**src/rtl/m_mem_ctrl_pkg.sv**
```systemverilog
// m_mem_ctrl_pkg
// Shared definitions for the M-stage data-memory sequencer:
//   - memory op codes (MEMOP_NONE..MEMOP_SB); codes 9-15 behave as NONE
//   - FSM state encodings (ST_IDLE, ST_REQ, ST_DONE)
//   - op classification, alignment and store-formatting helpers
package m_mem_ctrl_pkg;

    typedef enum logic [3:0] {
        MEMOP_NONE = 4'd0,
        MEMOP_LW   = 4'd1,
        MEMOP_LH   = 4'd2,
        MEMOP_LHU  = 4'd3,
        MEMOP_LB   = 4'd4,
        MEMOP_LBU  = 4'd5,
        MEMOP_SW   = 4'd6,
        MEMOP_SH   = 4'd7,
        MEMOP_SB   = 4'd8
    } memop_e;

    typedef enum logic [1:0] {
        ST_IDLE = 2'd0,
        ST_REQ  = 2'd1,
        ST_DONE = 2'd2
    } state_e;

    function automatic logic is_load(input logic [3:0] op);
        return (op == MEMOP_LW) || (op == MEMOP_LH) || (op == MEMOP_LHU) ||
               (op == MEMOP_LB) || (op == MEMOP_LBU);
    endfunction

    function automatic logic is_store(input logic [3:0] op);
        return (op == MEMOP_SW) || (op == MEMOP_SH) || (op == MEMOP_SB);
    endfunction

    // Word ops need addr[1:0]==0, halfword ops need addr[0]==0; bytes never fault.
    function automatic logic is_misaligned(input logic [3:0] op, input logic [1:0] lo);
        logic mis;
        mis = 1'b0;
        if ((op == MEMOP_LW) || (op == MEMOP_SW))
            mis = (lo != 2'b00);
        else if ((op == MEMOP_LH) || (op == MEMOP_LHU) || (op == MEMOP_SH))
            mis = lo[0];
        return mis;
    endfunction

    // Loads read the whole word, so they enable all four lanes.
    function automatic logic [3:0] store_byteen(input logic [3:0] op, input logic [1:0] lo);
        logic [3:0] be;
        be = 4'b1111;
        if (op == MEMOP_SH)
            be = lo[1] ? 4'b1100 : 4'b0011;
        else if (op == MEMOP_SB)
            be = 4'b0001 << lo;
        return be;
    endfunction

    // Replicate the narrow store data across all lanes; byteen picks the live one.
    function automatic logic [31:0] store_data(input logic [3:0] op, input logic [31:0] wd);
        logic [31:0] d;
        d = 32'h0;
        if (op == MEMOP_SW)
            d = wd;
        else if (op == MEMOP_SH)
            d = {2{wd[15:0]}};
        else if (op == MEMOP_SB)
            d = {4{wd[7:0]}};
        return d;
    endfunction

endpackage

```
**src/rtl/m_mem_ctrl_if.sv**
```systemverilog
// m_mem_ctrl_if
// Word-wide data-memory bus with a req/ack handshake.
//   mem_req    controller -> memory  request active
//   mem_we     controller -> memory  1 = write
//   mem_addr   controller -> memory  word address (low two bits zero)
//   mem_byteen controller -> memory  byte write enables
//   mem_wdata  controller -> memory  lane-replicated store data
//   mem_ack    memory -> controller  access complete
//   mem_rdata  memory -> controller  read word, valid with mem_ack
interface m_mem_ctrl_if;
    logic        mem_req;
    logic        mem_we;
    logic [31:0] mem_addr;
    logic [3:0]  mem_byteen;
    logic [31:0] mem_wdata;
    logic        mem_ack;
    logic [31:0] mem_rdata;

    modport master (
        output mem_req, mem_we, mem_addr, mem_byteen, mem_wdata,
        input  mem_ack, mem_rdata
    );

    modport slave (
        input  mem_req, mem_we, mem_addr, mem_byteen, mem_wdata,
        output mem_ack, mem_rdata
    );
endinterface

```
**src/rtl/m_mem_ctrl_load_ext.sv**
```systemverilog
// m_load_ext
// Combinational load extractor: selects the byte/halfword addressed by lo
// from a memory word and sign- or zero-extends it according to op.
//   op   in  4   memory op code
//   lo   in  2   addr[1:0] of the access
//   word in  32  memory word
//   ext  out 32  extended load result (0 for stores / NONE)
module m_load_ext
    import m_mem_ctrl_pkg::*;
(
    input  logic [3:0]  op,
    input  logic [1:0]  lo,
    input  logic [31:0] word,
    output logic [31:0] ext
);

    logic [7:0]  lane [4];
    logic [7:0]  sel_byte;
    logic [15:0] sel_half;

    genvar gi;
    generate
        for (gi = 0; gi < 4; gi++) begin : g_lane
            assign lane[gi] = word[8*gi +: 8];
        end
    endgenerate

    assign sel_byte = lane[lo];
    assign sel_half = lo[1] ? word[31:16] : word[15:0];

    always_comb begin
        ext = 32'h0;
        case (op)
            MEMOP_LW:  ext = word;
            MEMOP_LH:  ext = {{16{sel_half[15]}}, sel_half};
            MEMOP_LHU: ext = {16'h0, sel_half};
            MEMOP_LB:  ext = {{24{sel_byte[7]}}, sel_byte};
            MEMOP_LBU: ext = {24'h0, sel_byte};
            default:   ext = 32'h0;
        endcase
    end

endmodule

```
**src/rtl/m_mem_ctrl.sv**
```systemverilog
// m_mem_ctrl
// M-stage data-memory access sequencer. Accepts one aligned load/store,
// runs it over the req/ack memory bus, stalls the pipeline until the access
// finishes, and presents the extended load result for one DONE cycle.
// An ack missing for MAX_WAIT request cycles ends the access with bus_err.
//   clk, reset         clock, synchronous active-high reset
//   op_valid/op/addr/wdata  memory instruction from the M stage
//   stall              freeze F/D/E/M
//   rdata, done, bus_err    completion (rdata holds until the next DONE)
//   adel, ades         misaligned load / store (IDLE only)
//   mem                memory bus (master side)
module m_mem_ctrl
    import m_mem_ctrl_pkg::*;
#(
    parameter int unsigned MAX_WAIT = 15
) (
    input  logic         clk,
    input  logic         reset,
    input  logic         op_valid,
    input  logic [3:0]   op,
    input  logic [31:0]  addr,
    input  logic [31:0]  wdata,
    output logic         stall,
    output logic [31:0]  rdata,
    output logic         done,
    output logic         adel,
    output logic         ades,
    output logic         bus_err,
    m_mem_ctrl_if.master mem
);

    state_e      state_q,  state_d;
    logic [7:0]  cnt_q,    cnt_d;
    logic [31:0] maddr_q,  maddr_d;
    logic        we_q,     we_d;
    logic [3:0]  byteen_q, byteen_d;
    logic [31:0] mwdata_q, mwdata_d;
    logic [3:0]  op_q,     op_d;
    logic [1:0]  lo_q,     lo_d;
    logic [31:0] word_q,   word_d;
    logic        err_q,    err_d;
    logic [31:0] rdata_q,  rdata_d;

    logic        in_idle;
    logic        op_ok;
    logic        mis;
    logic        accept;
    logic [31:0] ext_word;
    logic [31:0] result;

    m_load_ext u_load_ext (
        .op   (op_q),
        .lo   (lo_q),
        .word (word_q),
        .ext  (ext_word)
    );

    // A timed-out access returns zero regardless of op.
    assign result = err_q ? 32'h0 : ext_word;

    always_comb begin
        state_d  = state_q;
        cnt_d    = cnt_q;
        maddr_d  = maddr_q;
        we_d     = we_q;
        byteen_d = byteen_q;
        mwdata_d = mwdata_q;
        op_d     = op_q;
        lo_d     = lo_q;
        word_d   = word_q;
        err_d    = err_q;
        rdata_d  = rdata_q;

        in_idle = (state_q == ST_IDLE);
        op_ok   = is_load(op) || is_store(op);
        mis     = is_misaligned(op, addr[1:0]);
        accept  = in_idle && op_valid && op_ok && !mis;
        adel    = in_idle && op_valid && is_load(op)  && mis;
        ades    = in_idle && op_valid && is_store(op) && mis;
        stall   = accept || (state_q == ST_REQ);

        case (state_q)
            ST_IDLE: begin
                if (accept) begin
                    state_d  = ST_REQ;
                    cnt_d    = 8'd0;
                    maddr_d  = {addr[31:2], 2'b00};
                    we_d     = is_store(op);
                    byteen_d = store_byteen(op, addr[1:0]);
                    mwdata_d = store_data(op, wdata);
                    op_d     = op;
                    lo_d     = addr[1:0];
                    err_d    = 1'b0;
                end
            end
            ST_REQ: begin
                // An ack on the last allowed cycle still counts as success.
                if (mem.mem_ack) begin
                    word_d  = mem.mem_rdata;
                    state_d = ST_DONE;
                end else if (cnt_q == 8'(MAX_WAIT - 1)) begin
                    word_d  = 32'h0;
                    err_d   = 1'b1;
                    state_d = ST_DONE;
                end else begin
                    cnt_d = cnt_q + 8'd1;
                end
            end
            ST_DONE: begin
                rdata_d = result;
                state_d = ST_IDLE;
            end
            default: state_d = ST_IDLE;
        endcase
    end

    always_ff @(posedge clk) begin
        if (reset) begin
            state_q  <= ST_IDLE;
            cnt_q    <= '0;
            maddr_q  <= '0;
            we_q     <= 1'b0;
            byteen_q <= '0;
            mwdata_q <= '0;
            op_q     <= '0;
            lo_q     <= '0;
            word_q   <= '0;
            err_q    <= 1'b0;
            rdata_q  <= '0;
        end else begin
            state_q  <= state_d;
            cnt_q    <= cnt_d;
            maddr_q  <= maddr_d;
            we_q     <= we_d;
            byteen_q <= byteen_d;
            mwdata_q <= mwdata_d;
            op_q     <= op_d;
            lo_q     <= lo_d;
            word_q   <= word_d;
            err_q    <= err_d;
            rdata_q  <= rdata_d;
        end
    end

    assign done           = (state_q == ST_DONE);
    assign bus_err        = done && err_q;
    // During DONE the fresh result is shown; afterwards the stored copy holds.
    assign rdata          = done ? result : rdata_q;
    assign mem.mem_req    = (state_q == ST_REQ);
    assign mem.mem_we     = we_q;
    assign mem.mem_addr   = maddr_q;
    assign mem.mem_byteen = byteen_q;
    assign mem.mem_wdata  = mwdata_q;

endmodule

```
**src/flat_wrapper.sv**
```systemverilog
// flat-port wrapper written by rule: the top's interface ports become plain ports
module m_mem_ctrl_flat import m_mem_ctrl_pkg::*;
#(
    parameter int unsigned MAX_WAIT = 15
)
  (clk, reset, op_valid, op, addr, wdata, stall, rdata, done, adel, ades, bus_err, mem_mem_req, mem_mem_we, mem_mem_addr, mem_mem_byteen, mem_mem_wdata, mem_mem_ack, mem_mem_rdata);
  m_mem_ctrl_if mem_i ();
  input  logic clk;
  input  logic reset;
  input  logic op_valid;
  input  logic [3:0] op;
  input  logic [31:0] addr;
  input  logic [31:0] wdata;
  output logic stall;
  output logic [31:0] rdata;
  output logic done;
  output logic adel;
  output logic ades;
  output logic bus_err;
  output wire logic [$bits(mem_i.mem_req)-1:0] mem_mem_req;
  output wire logic [$bits(mem_i.mem_we)-1:0] mem_mem_we;
  output wire logic [$bits(mem_i.mem_addr)-1:0] mem_mem_addr;
  output wire logic [$bits(mem_i.mem_byteen)-1:0] mem_mem_byteen;
  output wire logic [$bits(mem_i.mem_wdata)-1:0] mem_mem_wdata;
  input wire logic [$bits(mem_i.mem_ack)-1:0] mem_mem_ack;
  input wire logic [$bits(mem_i.mem_rdata)-1:0] mem_mem_rdata;
  assign mem_mem_req = mem_i.mem_req;
  assign mem_mem_we = mem_i.mem_we;
  assign mem_mem_addr = mem_i.mem_addr;
  assign mem_mem_byteen = mem_i.mem_byteen;
  assign mem_mem_wdata = mem_i.mem_wdata;
  assign mem_i.mem_ack = mem_mem_ack;
  assign mem_i.mem_rdata = mem_mem_rdata;
  m_mem_ctrl #(.MAX_WAIT(MAX_WAIT)) u_core (.clk(clk), .reset(reset), .op_valid(op_valid), .op(op), .addr(addr), .wdata(wdata), .stall(stall), .rdata(rdata), .done(done), .adel(adel), .ades(ades), .bus_err(bus_err), .mem(mem_i));
endmodule
```
**config.mk**
```make
export PLATFORM = sky130hd
export DESIGN_NAME = m_mem_ctrl_flat
export DESIGN_NICKNAME = d
export VERILOG_FILES = /design/src/rtl/m_mem_ctrl_pkg.sv /design/src/rtl/m_mem_ctrl_if.sv /design/src/rtl/m_mem_ctrl_load_ext.sv /design/src/rtl/m_mem_ctrl.sv /design/src/flat_wrapper.sv
export SDC_FILE = /design/constraint.sdc
export NUM_CORES = 1
export LEC_CHECK = 0
export BUFFER_PORTS_ARGS = -buffer_cell sky130_fd_sc_hd__buf_2
export CAP_MARGIN = 10
export CORE_ASPECT_RATIO = 1.5
export CORE_UTILIZATION = 51
export DETAILED_ROUTE_END_ITERATION = 8
export PLACE_DENSITY = 0.79
export SYNTH_ARGS = -nofsm -noshare
export SYNTH_HDL_FRONTEND = slang
export SYNTH_HIERARCHICAL = 1
export SYNTH_SLANG_ARGS = --single-unit
```
**constraint.sdc**
```tcl
create_clock -name clk -period 2.31 [get_ports clk]
set_input_delay 0.231 -clock clk [delete_from_list [all_inputs] [get_ports clk]]
set_output_delay 0.231 -clock clk [all_outputs]
set_load 0.02 [all_outputs]
```
# After elaboration in Yosys (flattened, before gate mapping)
# Index checks and enable logic that the tools add are counted.
# totals
out_inout_bits	107
memories	0
ramBits	0
latchBits	0
elab_cells	94
regBits	148
romBits	0
# classes
n_eq_ne	21
div_mod_pow	0
n_mux	29
n_shift	1
reduce_logical	29
bitwise	1
addsub	1
order_cmp	1
mul	0
# op_table
operator	count
32-bit two-way mux	7
32-bit one-hot mux with 5 select lines	1
8-bit two-way mux	5
4-bit by 3-bit equality test with 1-bit output, second input constant	6
8-bit binary-select mux with 2-bit select	1
4-bit by 2-bit equality test with 1-bit output, second input constant	4
16-bit two-way mux	1
8-bit one-hot mux with 2 select lines	1
4-bit two-way mux	3
1-bit logical OR	11
8-bit by 1-bit adder with 8-bit output, second input constant	1
4-bit by 1-bit equality test with 1-bit output, second input constant	2
8-bit by 4-bit equality test with 1-bit output, second input constant	1
1-bit logical AND	8
4-bit AND reduction	2
2-bit two-way mux	3
2-bit != test, second input constant	3
2-bit AND reduction	3
2-bit nonzero test	3
1-bit two-way mux	5
4-bit equality test, second input constant	1
2-bit one-hot mux with 2 select lines	1
1-bit by 2-bit << shifter with 4-bit output, first input constant	1
3-bit >= comparator, second input constant	1
other kinds (8)	8

# Depth between registers and ports, before layout
# depth
word_depth	10
mapped_depth	8
ltp_nobuf	6

# Hierarchy
# Netlist, hierarchy kept.
# by_module_without_submodules
module	area_per_inst_um2	seq_area_each_um2	n_inst	cells_per_inst
m_mem_ctrl	5983.2	2962.8	1	679
m_load_ext	726.9	0.0	1	108

# Worst setup path after synthesis
# No wires, ideal clock.
# synth_timing
path_type	register to register
start	register u_core.op_q[2]
end	register u_core.rdata_q[26]
path_slack_ps	228
period_less_slack_ps	2082
arrival_ps	2021
n_path_buf	2
path_stages_with_launch	9
cell_sequence	dfxtp_1 -> buf_2 -> nor4b_2 -> nand3_1 -> buf_2 -> nand3_1 -> nand2_1 -> o21ai_0 -> and2_1
# synth_via
elab_chain_cells	4
# synth_lines
item	line	source
from (decl)	m_mem_ctrl.sv:38	logic [3:0] op_q, op_d;
from (signal assigned)	m_mem_ctrl.sv:137	op_q <= op_d;
4-bit by 3-bit equality test with 1-bit output, or another cell as far along	m_mem_ctrl_load_ext.sv:33	case (op)
32-bit one-hot mux with 5 select lines (*)	m_mem_ctrl_load_ext.sv:33	
net u_core.ext_word[26]	m_mem_ctrl.sv:48	logic [31:0] ext_word;
32-bit two-way mux (*)	m_mem_ctrl.sv:59	assign result = err_q ? 32'h0 : ext_word;
32-bit two-way mux (*)	--	
net rdata[26]	flat_wrapper.sv:15	output logic [31:0] rdata;
to (signal assigned)	m_mem_ctrl.sv:141	rdata_q <= rdata_d;
to (decl)	m_mem_ctrl.sv:42	logic [31:0] rdata_q, rdata_d;
# The timed path passes the listed nets; every way through them passes the cells marked *.
# A chain may end at the register's enable or synchronous reset.

# Worst setup path after layout
# layout_timing
start	register u_core.op_q[3]
end	output rdata[6]
# layout_via
elab_chain_cells	4
# layout_lines
item	line	source
4-bit by 3-bit equality test with 1-bit output, or another cell as far along	m_mem_ctrl_load_ext.sv:33	
32-bit one-hot mux with 5 select lines (*)	m_mem_ctrl_load_ext.sv:33	
net u_core.ext_word[6]	m_mem_ctrl.sv:48	
32-bit two-way mux (*)	m_mem_ctrl.sv:59	
32-bit two-way mux (*)	m_mem_ctrl.sv:148	assign rdata = done ? result : rdata_q;
to (decl)	flat_wrapper.sv:15	
# Marks and branches as above.

==> reports/qor.csv <==
metric,value,unit
critical_path_buf_inv_count,2,
path_cells,"nor4b_4, buf_4, a211o_4, a221o_1, nand2_1, o21ai_1, buf_4",
rsz0062_at_grt,yes,
netlist_area,6710,µm²
crit_top_cell,buf_4,
vias,6706,
ys_ff_latch,148,
critical-path-max-stage-delay,0.44,ns
yosysMostFrequentCell,dfxtp_1,
syn_inst,787,
worstReg2RegEnd,u_core/mem.mem_wdata[29],
area_growth,28.66,%
ff_latch_area,2979,µm²
drt_iter0_drc,349,
p_per_area,706.4,nW/µm²
max-cap-violations,0,
ant_nets,0,
clk_pin_slew,0.06,ns
crit_cells,7,
clkLatencyLatePin,0.42,ns
layout.nets,1081,
fin_ws,0.05356,ns
die_y,142.5,µm
skew,0.01192,ns
crit_fanout,9,
ir_drop,0.0005099,V
drc,0,
ys_async_sr_fraction,0,%
grt_pass1_wl,30290,µm
yosysTopAreaCell,dfxtp_1,
num_rows,51,
postSynthAreaPerCell,8.526,µm²
synth_cell_types,64,
ys_warn_count,6,
grt_antenna_before_repair,1,
gr-total-overflow,0,
synth_flop_cell,dfxtp_1,
layout-drive-gt1-share,32.89,%
outcome,completed,
r2r_cells,5,
worst_ep_required_time,2.08,ns
hold_buffers,0,
cts-htree-levels,4,
cts-root-buf,clkbuf_16,
n_fill_cell,1103,
drtPass1Iterations,7,
crit_end,rdata[6],
grt_max_degree,67,
slew_headroom,61.82,%
tightest_slew,0.5696,ns
min_path_type,input pin to register,
port_buffers,208,
numCtsBuffers,17,
seq_area_frac_synth,44.15,%
crit_path_start_kind,register,
synth_edf_count,0,
via_per_inst,5.847,
crit_family,compound AO/OA/AOI/OAI gates,
place_congestion,0.9434,
arrival,2.03,ns
tns,0,ns
post-place-ws,0.2129,ns
die-area,13630,µm²
wl_per_cell,17.01,µm
crit_type,register to primary output,
clockBufferDepth,2,
crit_slowest_cell,dfxtp_4,
p_leak,3.580,nW
r2r_start,u_core/state_q[1],
multi_input_area,3420,µm²
ios,211,
finalSetupViolations,0,
fin_crit_sh,97.68,%
critPathCaptureType,primary output,
fmax,443.2,MHz
synthTopCellsByCount,"dfxtp_1 (148), nand2_1 (92), o21ai_0 (75)",
final_max_slew_viol_count,0,
hold_viol_final,0,
dpl-instance-area,7838,µm²
diodes,0,
grt_pass1_vias,6166,
regToRegSetupSlack,0.51,ns
die_w,95.66,µm
core,12890,µm²
cts_tree,done,
start_util,52.06,%
ys_top_cells_by_area,"dfxtp_1 (44%), a22oi_1 (5.6%), o21ai_0 (5.6%)",
cts_sinks,148,
crit_start,u_core/op_q[3],
dp_hpwl,13550,µm
finalInstanceArea,8633,µm²
grt_usage,28.45,%
synth_top_area_share,44.15,%
drt-total-wl,19510,µm
finalCriticalPeriod,2.256,ns
-- worst min-delay path, delay by kind of cell --
kind	cells	cell delay, ns
compound gates	1	0.05
buf+inv	1	0.09
simple gates	1	0.05
-- state kept, by name, indices dropped and copies added, names as in the netlist --
register,flops
u_core/mem.mem_wdata,32
u_core/rdata_q,32
u_core/word_q,32
u_core/mem.mem_addr,30
u_core/cnt_q,8
u_core/mem.mem_byteen,4
u_core/op_q,4
u_core/lo_q,2
u_core/state_q,2
u_core/err_q,1
u_core/mem.mem_we,1
-- power breakdown --
group	internal [mW]	switching (mW)	leakage (nW)	total, mW
registers	2.64	0.0689	1.20	2.71
logic	0.277	0.453	2.10	0.729
clock network	1.55	1.11	0.281	2.66
-- worst min path at each step --
stage                                  from                 endpoint  slack, ns  cells past startpoint
after CTS                           addr[8]   u_core/mem.mem_addr[8]       0.05                      3
after detailed placement  u_core/mem.mem_we        u_core/mem.mem_we       0.43                      1
after global routing                addr[2]   u_core/mem.mem_addr[2]       0.05                      3
final                               addr[8]   u_core/mem.mem_addr[8]       0.07                      3
after global placement    u_core/mem.mem_we        u_core/mem.mem_we       0.43                      1
after floorplan                    wdata[0]  u_core/mem.mem_wdata[0]       0.36                      1
-- kinds of logic after synthesis --
kind of cell / Yosys count / synth area share [%]
muxes: 9 / 1.380
and+or+nand+nor: 268 / 20.27
other: 1 / 0.05589
adders and majority gates: 2 / 0.3729
xor gates and xnor gates: 6 / 0.7831
DFF: 148 / 44.15
buffers and inverters: 83 / 6.209
AOI/OAI and AO/OA: 270 / 26.78
-- cells in the final DEF (no fill, tap or decap), types with 4 or more instances in the layout --
master	Yosys	layout
xor2_1	6	6
a22o_1	8	8
a311oi_1	4	4
o21ai_0	75	43
mux2i_1	7	6
nand3_1	61	60
buf_4	11	56
inv_6	0	4
dfxtp_4	0	4
nor3_1	6	6
and2_1	34	34
buf_6	5	5
a211oi_1	20	20
a22oi_1	50	50
a21oi_1	64	64
clkbuf_16	0	17
a211oi_2	5	5
o21ai_2	0	11
o211ai_1	7	7
buf_2	21	178
a221o_1	7	7
inv_1	7	7
nand2_1	92	92
nor2_1	44	43
dfxtp_1	148	143
o21ai_1	5	26
a222oi_1	8	8
-- per-stage QoR --
stage               std cells  hold WS, ns  total power [mW]  utilization (%)
floorplan                 788       0.3567             3.200                -
global placement         1112       0.4320             3.461            60.80
detailed placement       1112       0.4339             3.473            60.80
CTS                      1146      0.05382             6.123            65.67
global route             1147      0.05357             6.329            66.98
finish                   1147      0.06705             6.098            66.98
-- final cells by class --
cell class / instances / area share [%]
tap: 159 / 2.304
multi-input combinational: 557 / 39.61
clock buffer: 19 / 5.246
clock inverter: 13 / 1.406
sequential: 148 / 34.51
inverter: 9 / 0.3913
timing repair buffer: 242 / 16.54
-- repair_timing --
action,in CTS,in global routing
setup endpoints to repair,32,32
pin swaps,2,3
resized for setup,20,75
buffers inserted,2,1
-- layer usage --
metal,up-vias,track usage (%),routed length [µm]
met5,-,0,10
met4,2,15.95,886
met3,53,8.333,1321
met2,281,46.50,9868
met1,3143,32.71,7424
li1,3227,-,-
No activity file was read; power rests on OpenSTA's default activity.
